### src/rtl/scumv_uart_cmd_dispatcher.sv
// Frames the UART RX byte stream into "stl+"/"asc+" commands and hands each payload to its sink.
// Optional DISPATCH_ACK_EN adds a UART TX ack/nak path (06 STL, 07 ASC, 15 timeout abort).
module scumv_uart_cmd_dispatcher #(
  parameter int STL_LEN        = 16,
  parameter int ASC_LEN        = 22,
  parameter int TIMEOUT_CYCLES = 100000
) (
  input  logic                 clk,
  input  logic                 reset_n,
  input  logic [7:0]           rx_data,
  input  logic                 rx_valid,
  output logic                 rx_ready,
  output logic [8*STL_LEN-1:0] stl_data,
  output logic                 stl_valid,
  input  logic                 stl_ready,
  output logic [8*ASC_LEN-1:0] asc_data,
  output logic                 asc_valid,
  input  logic                 asc_ready,
`ifdef DISPATCH_ACK_EN
  output logic [7:0]           tx_data,
  output logic                 tx_valid,
  input  logic                 tx_ready,
`endif
  output logic [7:0]           drop_count,
  output logic                 busy
);

  typedef enum logic [1:0] {
    S_HDR,
    S_PAYLOAD,
    S_ISSUE
`ifdef DISPATCH_ACK_EN
    , S_ACK
`endif
  } state_t;

  localparam int              TW       = $clog2(TIMEOUT_CYCLES + 1);
  localparam logic [TW-1:0]   T_LOAD   = TW'(TIMEOUT_CYCLES);
  localparam logic [7:0]      STL_LAST = 8'(STL_LEN - 1);
  localparam logic [7:0]      ASC_LAST = 8'(ASC_LEN - 1);

  state_t        state, state_next;
  logic [23:0]   window;
  logic [31:0]   win_shift;
  logic [7:0]    idx;
  logic          tgt_asc;
  logic [TW-1:0] timer;
  logic          accept, hit_stl, hit_asc, last_byte, expire, handshake;
`ifdef DISPATCH_ACK_EN
  logic [7:0]    ack_code;
`endif

  assign accept    = rx_valid && rx_ready;
  assign win_shift = {window, rx_data};
  assign hit_stl   = (win_shift == 32'h73_74_6C_2B);
  assign hit_asc   = (win_shift == 32'h61_73_63_2B);
  assign last_byte = tgt_asc ? (idx == ASC_LAST) : (idx == STL_LAST);
  // Idle down-counter: an accepted byte on the terminal cycle reloads instead of aborting.
  assign expire    = !accept && (timer == TW'(1));
  assign handshake = tgt_asc ? asc_ready : stl_ready;

  always_ff @(posedge clk or negedge reset_n) begin
    if (!reset_n) state <= S_HDR;
    else          state <= state_next;
  end

  always_comb begin
    state_next = state;
    stl_valid  = 1'b0;
    asc_valid  = 1'b0;
    busy       = (state != S_HDR);
`ifdef DISPATCH_ACK_EN
    tx_valid   = 1'b0;
    tx_data    = 8'h00;
`endif
    case (state)
      S_HDR: if (accept && (hit_stl || hit_asc)) state_next = S_PAYLOAD;
      S_PAYLOAD: begin
        if (accept && last_byte) state_next = S_ISSUE;
`ifdef DISPATCH_ACK_EN
        else if (expire)         state_next = S_ACK;
`else
        else if (expire)         state_next = S_HDR;
`endif
      end
      S_ISSUE: begin
        stl_valid = !tgt_asc;
        asc_valid = tgt_asc;
`ifdef DISPATCH_ACK_EN
        if (handshake) state_next = S_ACK;
`else
        if (handshake) state_next = S_HDR;
`endif
      end
`ifdef DISPATCH_ACK_EN
      S_ACK: begin
        tx_valid = 1'b1;
        tx_data  = ack_code;
        if (tx_ready) state_next = S_HDR;
      end
`endif
      default: state_next = S_HDR;
    endcase
  end

  always_ff @(posedge clk or negedge reset_n) begin
    if (!reset_n) begin
      rx_ready   <= 1'b0;
      window     <= '0;
      idx        <= '0;
      tgt_asc    <= 1'b0;
      timer      <= '0;
      drop_count <= '0;
      stl_data   <= '0;
      asc_data   <= '0;
`ifdef DISPATCH_ACK_EN
      ack_code   <= '0;
`endif
    end else begin
      rx_ready <= (state_next == S_HDR) || (state_next == S_PAYLOAD);
      case (state)
        S_HDR: begin
          if (accept) begin
            if (hit_stl || hit_asc) begin
              window  <= '0;
              tgt_asc <= hit_asc;
              idx     <= '0;
              timer   <= T_LOAD;
            end else begin
              window  <= win_shift[23:0];
            end
          end
        end
        S_PAYLOAD: begin
          if (accept) begin
            if (tgt_asc) begin
              for (int i = 0; i < ASC_LEN; i++)
                if (idx == 8'(i)) asc_data[8*i +: 8] <= rx_data;
            end else begin
              for (int i = 0; i < STL_LEN; i++)
                if (idx == 8'(i)) stl_data[8*i +: 8] <= rx_data;
            end
            idx   <= idx + 8'd1;
            timer <= T_LOAD;
`ifdef DISPATCH_ACK_EN
            ack_code <= tgt_asc ? 8'h07 : 8'h06;
`endif
          end else if (expire) begin
            if (drop_count != 8'hFF) drop_count <= drop_count + 8'd1;
            window <= '0;
`ifdef DISPATCH_ACK_EN
            ack_code <= 8'h15;
`endif
          end else begin
            timer <= timer - TW'(1);
          end
        end
        default: ;
      endcase
    end
  end

endmodule

### config.mk
export PLATFORM = sky130hd
export DESIGN_NAME = scumv_uart_cmd_dispatcher
export DESIGN_NICKNAME = d
export VERILOG_FILES = /design/src/rtl/scumv_uart_cmd_dispatcher.sv
export SDC_FILE = /design/constraint.sdc
export NUM_CORES = 1
export LEC_CHECK = 0
export BUFFER_PORTS_ARGS = -buffer_cell sky130_fd_sc_hd__buf_2
export CAP_MARGIN = 10
export CORE_ASPECT_RATIO = 0.75
export CORE_MARGIN = 2
export CORE_UTILIZATION = 35
export DETAILED_ROUTE_END_ITERATION = 10
export GPL_ROUTABILITY_DRIVEN = 0
export GPL_TIMING_DRIVEN = 1
export SLEW_MARGIN = 20
export SYNTH_ARGS = -nofsm -noshare
export SYNTH_HDL_FRONTEND = slang
export SYNTH_SLANG_ARGS = --single-unit
### constraint.sdc
create_clock -name clk -period 2.55 [get_ports clk]
set_input_delay 0.1275 -clock clk [delete_from_list [all_inputs] [get_ports clk]]
set_output_delay 0.1275 -clock clk [all_outputs]
set_load 0.02 [all_outputs]
# Word level (Yosys, flattened, before mapping)
# Cells that the tools add are included.
dict set report totals {
  regBits 365
  out_inout_bits 316
}
dict set report op_classes {
  add_sub_neg 3
  n_eq_ne 34
  muxes 23
  n_bitwise 2
  n_reduce_logical 56
}
# op n
set op_table {}
lappend op_table {{$reduce_and 4->1} 42}
lappend op_table {{$mux 24} 4}
lappend op_table {{$mux 17} 4}
lappend op_table {{$eq 32x31->1 const B} 2}
lappend op_table {{$eq 8x4->1 const B} 8}
lappend op_table {{$eq 8x5->1 const B} 6}
lappend op_table {{$pmux 24 s2} 1}
lappend op_table {{$pmux 17 s2} 1}
lappend op_table {{$eq 8x3->1 const B} 4}
lappend op_table {{$mux 8} 3}
lappend op_table {{$eq 17x1->1 const B} 1}
lappend op_table {{$sub 17x1->17 const B} 1}
lappend op_table {{$add 8x1->8 const B} 2}
lappend op_table {{$eq 8x2->1 const B} 2}
lappend op_table {{$pmux 8 s2} 1}
lappend op_table {{$ne 2x2->1 const B} 5}
lappend op_table {{$eq 8x1->1 const B} 1}
lappend op_table {{$logic_not 8->1} 1}
lappend op_table {{$mux 2} 4}
lappend op_table {{$ne 8x8->1 const B} 1}
lappend op_table {{$pmux 2 s3} 1}
lappend op_table {{$eq 2x1->1 const B} 2}
lappend op_table {{$logic_and 1x1->1} 4}
lappend op_table {{$logic_not 2->1} 2}
lappend op_table {{other kinds (8)} 15}

# Logic depth before layout (Yosys ltp)
# Gate-level depths: netlist (run 1).
dict set report depth {
  depth_word 8
  ltp_mapped 9
}

# Least setup slack after synthesis (run 1)
# Ideal clock, no wire load.
dict set report synth_path {
  kind {reg-to-reg}
  start {register timer[2]}
  end {register timer[16]}
  setup_ns 0.073
  t_arrival_ns 2.646
  setup_slack_ns -0.169
  path_stages_with_launch 8
  period_less_slack_ns 2.719
  cell_sequence {dfrtp_1 > or4_1 > buf_2 > or4_4 > nand2b_4 > or4_4 > or4_1 > nand3_1}
}
dict set report synth_via {
  elab_chain_len 4
}
# element line_no
set synth_lines {}
lappend synth_lines {{start, declared} 47} ;# logic [TW-1:0] timer;
lappend synth_lines {{start signal, assigned} 155} ;# timer <= timer - TW'(1);
lappend synth_lines {{$sub 17x1->17 or $eq 17x1->1 (tied branches)} {155, 59}}
lappend synth_lines {{$mux 17 or $logic_and 1x1->1 (tied branches)} {148, 59}}
lappend synth_lines {{$mux 17 or $ne 3x3->1 (tied branches)} n/a}
lappend synth_lines {{$pmux 17 s2 or $reduce_and 4->1 (tied branches)} n/a}
# Several ways; a longest one is shown, not always the timed one. The select of a mux whose other input is x is not followed.
# A chain may end at the register's enable or synchronous reset.

# Final worst setup path (run 1)
dict set report layout_path {
  start {register timer[5]}
  end {register timer[16]}
}
# Same word-level chain as after synthesis.

==> results of run 1 <==
==> synth_stat cells (8+ instances only) <==
cell type  count
mux2_2       305
nand2_1       23
dfrtp_1      365
xor2_1        11
o21ai_0        9
or4_1          9
a22o_1        24
nor2_1        27
nand3_1       29
o211ai_1       8
or3_1         12
inv_1          9
clkbuf_1      62
and3_1        12
a21oi_1       10
==> registers in the layout (all words and copies together) (netlist names) <==
name and cells:
window 24, asc_data 176, drop_count 8, timer 17, tgt_asc 1, rx_ready 1, stl_data 128, idx 8
state 2
==> final cells by class <==
| cell class | count | area share |
|---|---|---|
| Antenna cell | 2 | 0.000272 |
| Sequential cell | 365 | 0.497 |
| Tap cell | 528 | 0.0359 |
| Multi-Input combinational cell | 555 | 0.278 |
| Clock buffer | 53 | 0.0614 |
| Timing Repair Buffer | 388 | 0.117 |
| Clock inverter | 16 | 0.00973 |
| Inverter | 9 | 0.00184 |
==> layer usage <==
layer	global-route usage	vias up	part of all wire
li1	-	4312	-
met1	0.280	4971	0.47
met2	0.291	304	0.44
met3	0.0507	65	0.068
met4	0.0580	0	0.027
met5	0	-	0
==> metrics by stage <==
stage / setup slack [ps] / setup TNS (ps)
6_report: -52.0 / -65.7
5_1_grt: -131 / -895
4_1_cts: -51.7 / -62.4
3_5_place_dp: -132 / -705
3_3_place_gp: -27.2 / -39.4
2_1_floorplan: -144 / -263
==> worst paths after layout <==
check,start,end,cells past startpoint
worst min register to register,timer[1],timer[1],2
worst max register to register,timer[5],timer[16],6
worst max-delay path,timer[5],timer[16],6
max in group asynchronous,reset_n,asc_data[44],3
min in group clk,rx_valid,state[0],4
worst min-delay path,reset_n,window[21],2
==> worst max-delay path, cell delays in order, from the launching register on <==
cell      delay (ps)
dfrtp_1          380
or4_4            530
or4_4            440
nand2b_4         160
or4_4            430
or4_1            480
nand3_1           90
==> what timing repair did <==
item                                   in CTS  in global routing
hold buffers                                2                  0
endpoints found under the hold margin     340                  0
gates cloned                                0                  0
setup endpoints to repair                  14                 33
gates resized for setup                     3                  6
==> logic make-up after synthesis <==
kind of cell    after synthesis  synth area share
flops                       365             0.632
mux                         305             0.238
simple gates                161            0.0628
buf+inv                      72            0.0188
compound gates               68            0.0344
xor+xnor                     14           0.00848
fa+ha+maj                     7           0.00606
==> power by group through the flow <==
stage                     Clock, mW  Combinational [mW]  Sequential, mW
after CTS                      5.93               0.367            5.87
after global routing           6.20               0.394            5.87
after detailed placement          0               0.361            5.97
after floorplan                   0               0.117            5.97
final                          5.77               0.349            5.87
after global placement            0               0.359            5.97
==> results.cfg, run 1 <==
[power]
total_power_mw = 12.0
intPower_mw = 9.34
p_leak_nw = 10.3
power.density_nw_per_um2 = 652
power_frac_comb = 0.029
seq_power_share = 0.490
power.clock.fraction = 0.481
p_sw_frac = 0.221
max-vdd-ir-drop_mv = 0.367
power_switching_mw = 2.65

[final_layout]
multi_input_area_um2 = 5110
design_area_um2 = 18400
fin_cells = 1916
final_common_cell = dfrtp_1
layout_common_cells = dfrtp_1 (365), buf_2 (327), mux2_2 (305), buf_4 (55), clkbuf_16 (40)
n_fill_cell = 3766
final_util = 0.451
seqCellArea_um2 = 9130
drive_gt1_frac = 0.556
nNetsFinal = 1379
area_delta_synth_final_pct = 27.2

[die]
fp-row-count = 64
fp.dieW_um = 239
io_pins = 329
design.die.area_um2 = 43000
initial_core_util = 0.355
die_h_um = 180
coreArea_um2 = 40800

[place]
dp_hpwl_mm = 27.5
postPlaceCellArea_um2 = 17000
portBuffers = 328
dp_cells = 1843

[global_routing]
overflow = 0
grt_antenna_before_repair = 1
grt_max_degree = 126
track_usage = 0.195
grt_pass1_wl_mm = 64.1
grt_pass1_vias = 9966

[clock_network]
cts.sinks = 365
clock_path_buffers = 3
post-cts-setup-buffers = 0
htree_levels = 2
insertion_delay_ps = 540
numCtsBuffers = 40
clk_pin_slew_ps = 60
ctsRootBufferMaster = clkbuf_16
cts_tree = built

[logic_synthesis]
async_flop_share = 1.00
synth_edf_count = 0
ys_warn_count = 0
synthesis.area_um2 = 14500
yosysTopAreaCellShare = 0.632
synthesis.nets = 1012
synthDistinctLibCells = 47
synth_ff_type = dfrtp_1
synth_area_leaders = dfrtp_1 (63%), mux2_2 (24%), clkbuf_1 (1.6%)
ys_seq_elements = 365
postSynthCellCount = 992
syn_area_per_cell_um2 = 14.6
yosys.area.top_type = dfrtp_1
yosysSeqAreaShare = 0.632

[routing]
wl_per_cell_um = 21.8
via_per_inst = 5.04
ant_nets = 0
num_vias = 9652
firstDrtPassIters = 5
drt_wl_total_mm = 41.7
drc = 0
drtIter0Drc = 518

[outcome]
status = complete, but fails checks
failed_checks = setup timing

[run]
drv_cap = 0

[worst_setup_path]
crit_path_end_kind = flip-flop
rrSetupSlack_ps = -50
path_class = reg -> reg
required_ps = 2990
startpoint_type = flip-flop
worstPathArrival_ps = 3040
critPathMaxFanout = 4

[sta]
worstMarginPinSlew_ps = 830
relSlewSlack = 0.443
fin_crit_ps = 2600
setup_ws_ps = -52.0
maxSlewViolCount = 0
setup_viol = 2
rsz0062_at_grt = true
timing.fmax_mhz = 384
timing.hold.ws_ps = 72.4
timing.final.crit_share = 1.02
hold_viol_final = 0
skew_ps = 23.2

[worst_hold_path]
hp-class = in -> async
Power figures use the tool's default switching activity.
==> inputs of run 2 (changes only) <==
--- a/config.mk
+++ b/config.mk
@@ -7,7 +7,7 @@
 export LEC_CHECK = 0
 export BUFFER_PORTS_ARGS = -buffer_cell sky130_fd_sc_hd__buf_2
 export CAP_MARGIN = 10
-export CORE_ASPECT_RATIO = 0.75
+export CORE_ASPECT_RATIO = 0.9
 export CORE_MARGIN = 2
 export CORE_UTILIZATION = 35
 export DETAILED_ROUTE_END_ITERATION = 10
==> run 2 against run 1 <==
  * The run still ends with setup timing left
  * Power is 2.3% higher
  * Worst setup slack better by 42 ps
  * Global-route usage is 0.31 points higher
  * Die area is essentially flat
  * Sequential power about the same
  * Clock skew down 4.4 ps
  * Cell count is 1.5% higher
==> results.cfg, run 2 (synthesized netlist as in run 1, its figures left out) <==
[outcome]
status = complete, but fails checks
failed_checks = setup timing

[global_routing]
track_usage = 0.199
overflow = 0
grt_pass1_wl_mm = 64.5
grt_max_degree = 91
grt_pass1_vias = 10200
grt_antenna_before_repair = 1

[sta]
timing.hold.ws_ps = 101
skew_ps = 18.7
fin_crit_ps = 2560
hold_viol_final = 0
rsz0062_at_grt = true
setup_ws_ps = -10.2
relSlewSlack = 0.517
timing.fmax_mhz = 391
timing.final.crit_share = 1.00
worstMarginPinSlew_ps = 720
setup_viol = 1
maxSlewViolCount = 0

[die]
coreArea_um2 = 40700
design.die.area_um2 = 42900
fp.dieW_um = 218
io_pins = 329
die_h_um = 197
fp-row-count = 70
initial_core_util = 0.355

[worst_setup_path]
critPathMaxFanout = 4
worstPathArrival_ps = 3030
rrSetupSlack_ps = -10
startpoint_type = flip-flop
rr_endpoint = timer[16]
reg2regPathDepth = 6
r2r_start = timer[5]
crit_path_end_kind = flip-flop
path_class = reg -> reg
required_ps = 3020

[clock_network]
ctsRootBufferMaster = clkbuf_16
htree_levels = 2
clk_pin_slew_ps = 60
clock_path_buffers = 3
cts.sinks = 365
numCtsBuffers = 40
insertion_delay_ps = 560
cts_tree = built

[place]
place_ws_ps = -196
dp_cells = 1867
dp_hpwl_mm = 28.0
portBuffers = 328

[routing]
ant_nets = 0
wl_per_cell_um = 21.9
drt_wl_total_mm = 42.5
num_vias = 9761
firstDrtPassIters = 4
via_per_inst = 5.02
drtIter0Drc = 541
drc = 0

[final_layout]
diodes = 0
top_regs = asc_data: 176 flops, stl_data: 128 flops, window: 24 flops
final_common_cell = dfrtp_1
fin_cells = 1945
area_delta_synth_final_pct = 29.4
final_util = 0.459
drive_gt1_frac = 0.567
layout_common_cells = dfrtp_1 (365), buf_2 (327), mux2_2 (305), buf_4 (69), clkbuf_16 (42)
top_register = asc_data
nNetsFinal = 1396
largest_reg_flops = 176

[power]
power.density_nw_per_um2 = 656
p_leak_nw = 10.4
max-vdd-ir-drop_mv = 0.487

[worst_hold_path]
hold_depth = 4
hp-start = rx_data[5]
hp-class = in -> reg
min_to = tgt_asc

[run]
drv_cap = 0
[run 2: cell type report]
type	count	area, um2
clock inverters	9	156
flip-flops and latches	365	9130
well taps	540	676
multi-input cells	555	5180
repair buffers	405	2290
clock buffers	62	1230
fillers	3662	22000
inverters	9	33.8
[run 2: routing by layer]
layer	share of wire	GRT usage	vias up	wire (um)
met2	0.46	0.309	296	19600
met1	0.44	0.267	5067	18900
met5	0	0	-	0
met3	0.074	0.0647	56	3150
met4	0.021	0.0514	0	881
li1	-	-	4342	-
[run 2: critical path: stages, from the launching register on]
cell	delay, ps
dfrtp_1	390
or4_4	540
or4_4	460
nand2b_4	160
or4_4	440
or4_1	410
nand3_1	90
[run 2: per-stage QoR]
stage,power (mW),TNS [ps],instance area (um2)
after floorplan,6.08,-263,14500
after global routing,12.8,-404,18700
final,12.3,-10.2,18700
after global placement,6.35,-1220,17100
after detailed placement,6.35,-3190,17100
after CTS,12.5,0,18600
[run 2: how the worst max path moves through the flow]
stage	end	depth (start not counted)	from	slack (ps)
5_1_grt	timer[16]	8	window[3]	-120
3_5_place_dp	timer[5]	7	window[10]	-200
3_3_place_gp	timer[5]	7	window[10]	-170
6_report	timer[16]	6	timer[5]	-10
2_1_floorplan	timer[16]	7	timer[3]	-140
4_1_cts	timer[14]	7	timer[5]	20
[run 2: power by group]
part | internal [mW] | total (mW) | switching (mW)
Combinational | 0.0984 | 0.374 | 0.275
Sequential | 5.84 | 5.87 | 0.0335
Clock | 3.71 | 6.02 | 2.32
[run 2: repair_timing]
item | in CTS | in global routing
setup buffers | 1 | 4
hold endpoints to repair | 80 | 0
hold buffers | 2 | 0
setup endpoints to repair | 59 | 30
pin swaps | 1 | 11
gates resized for setup | 7 | 19
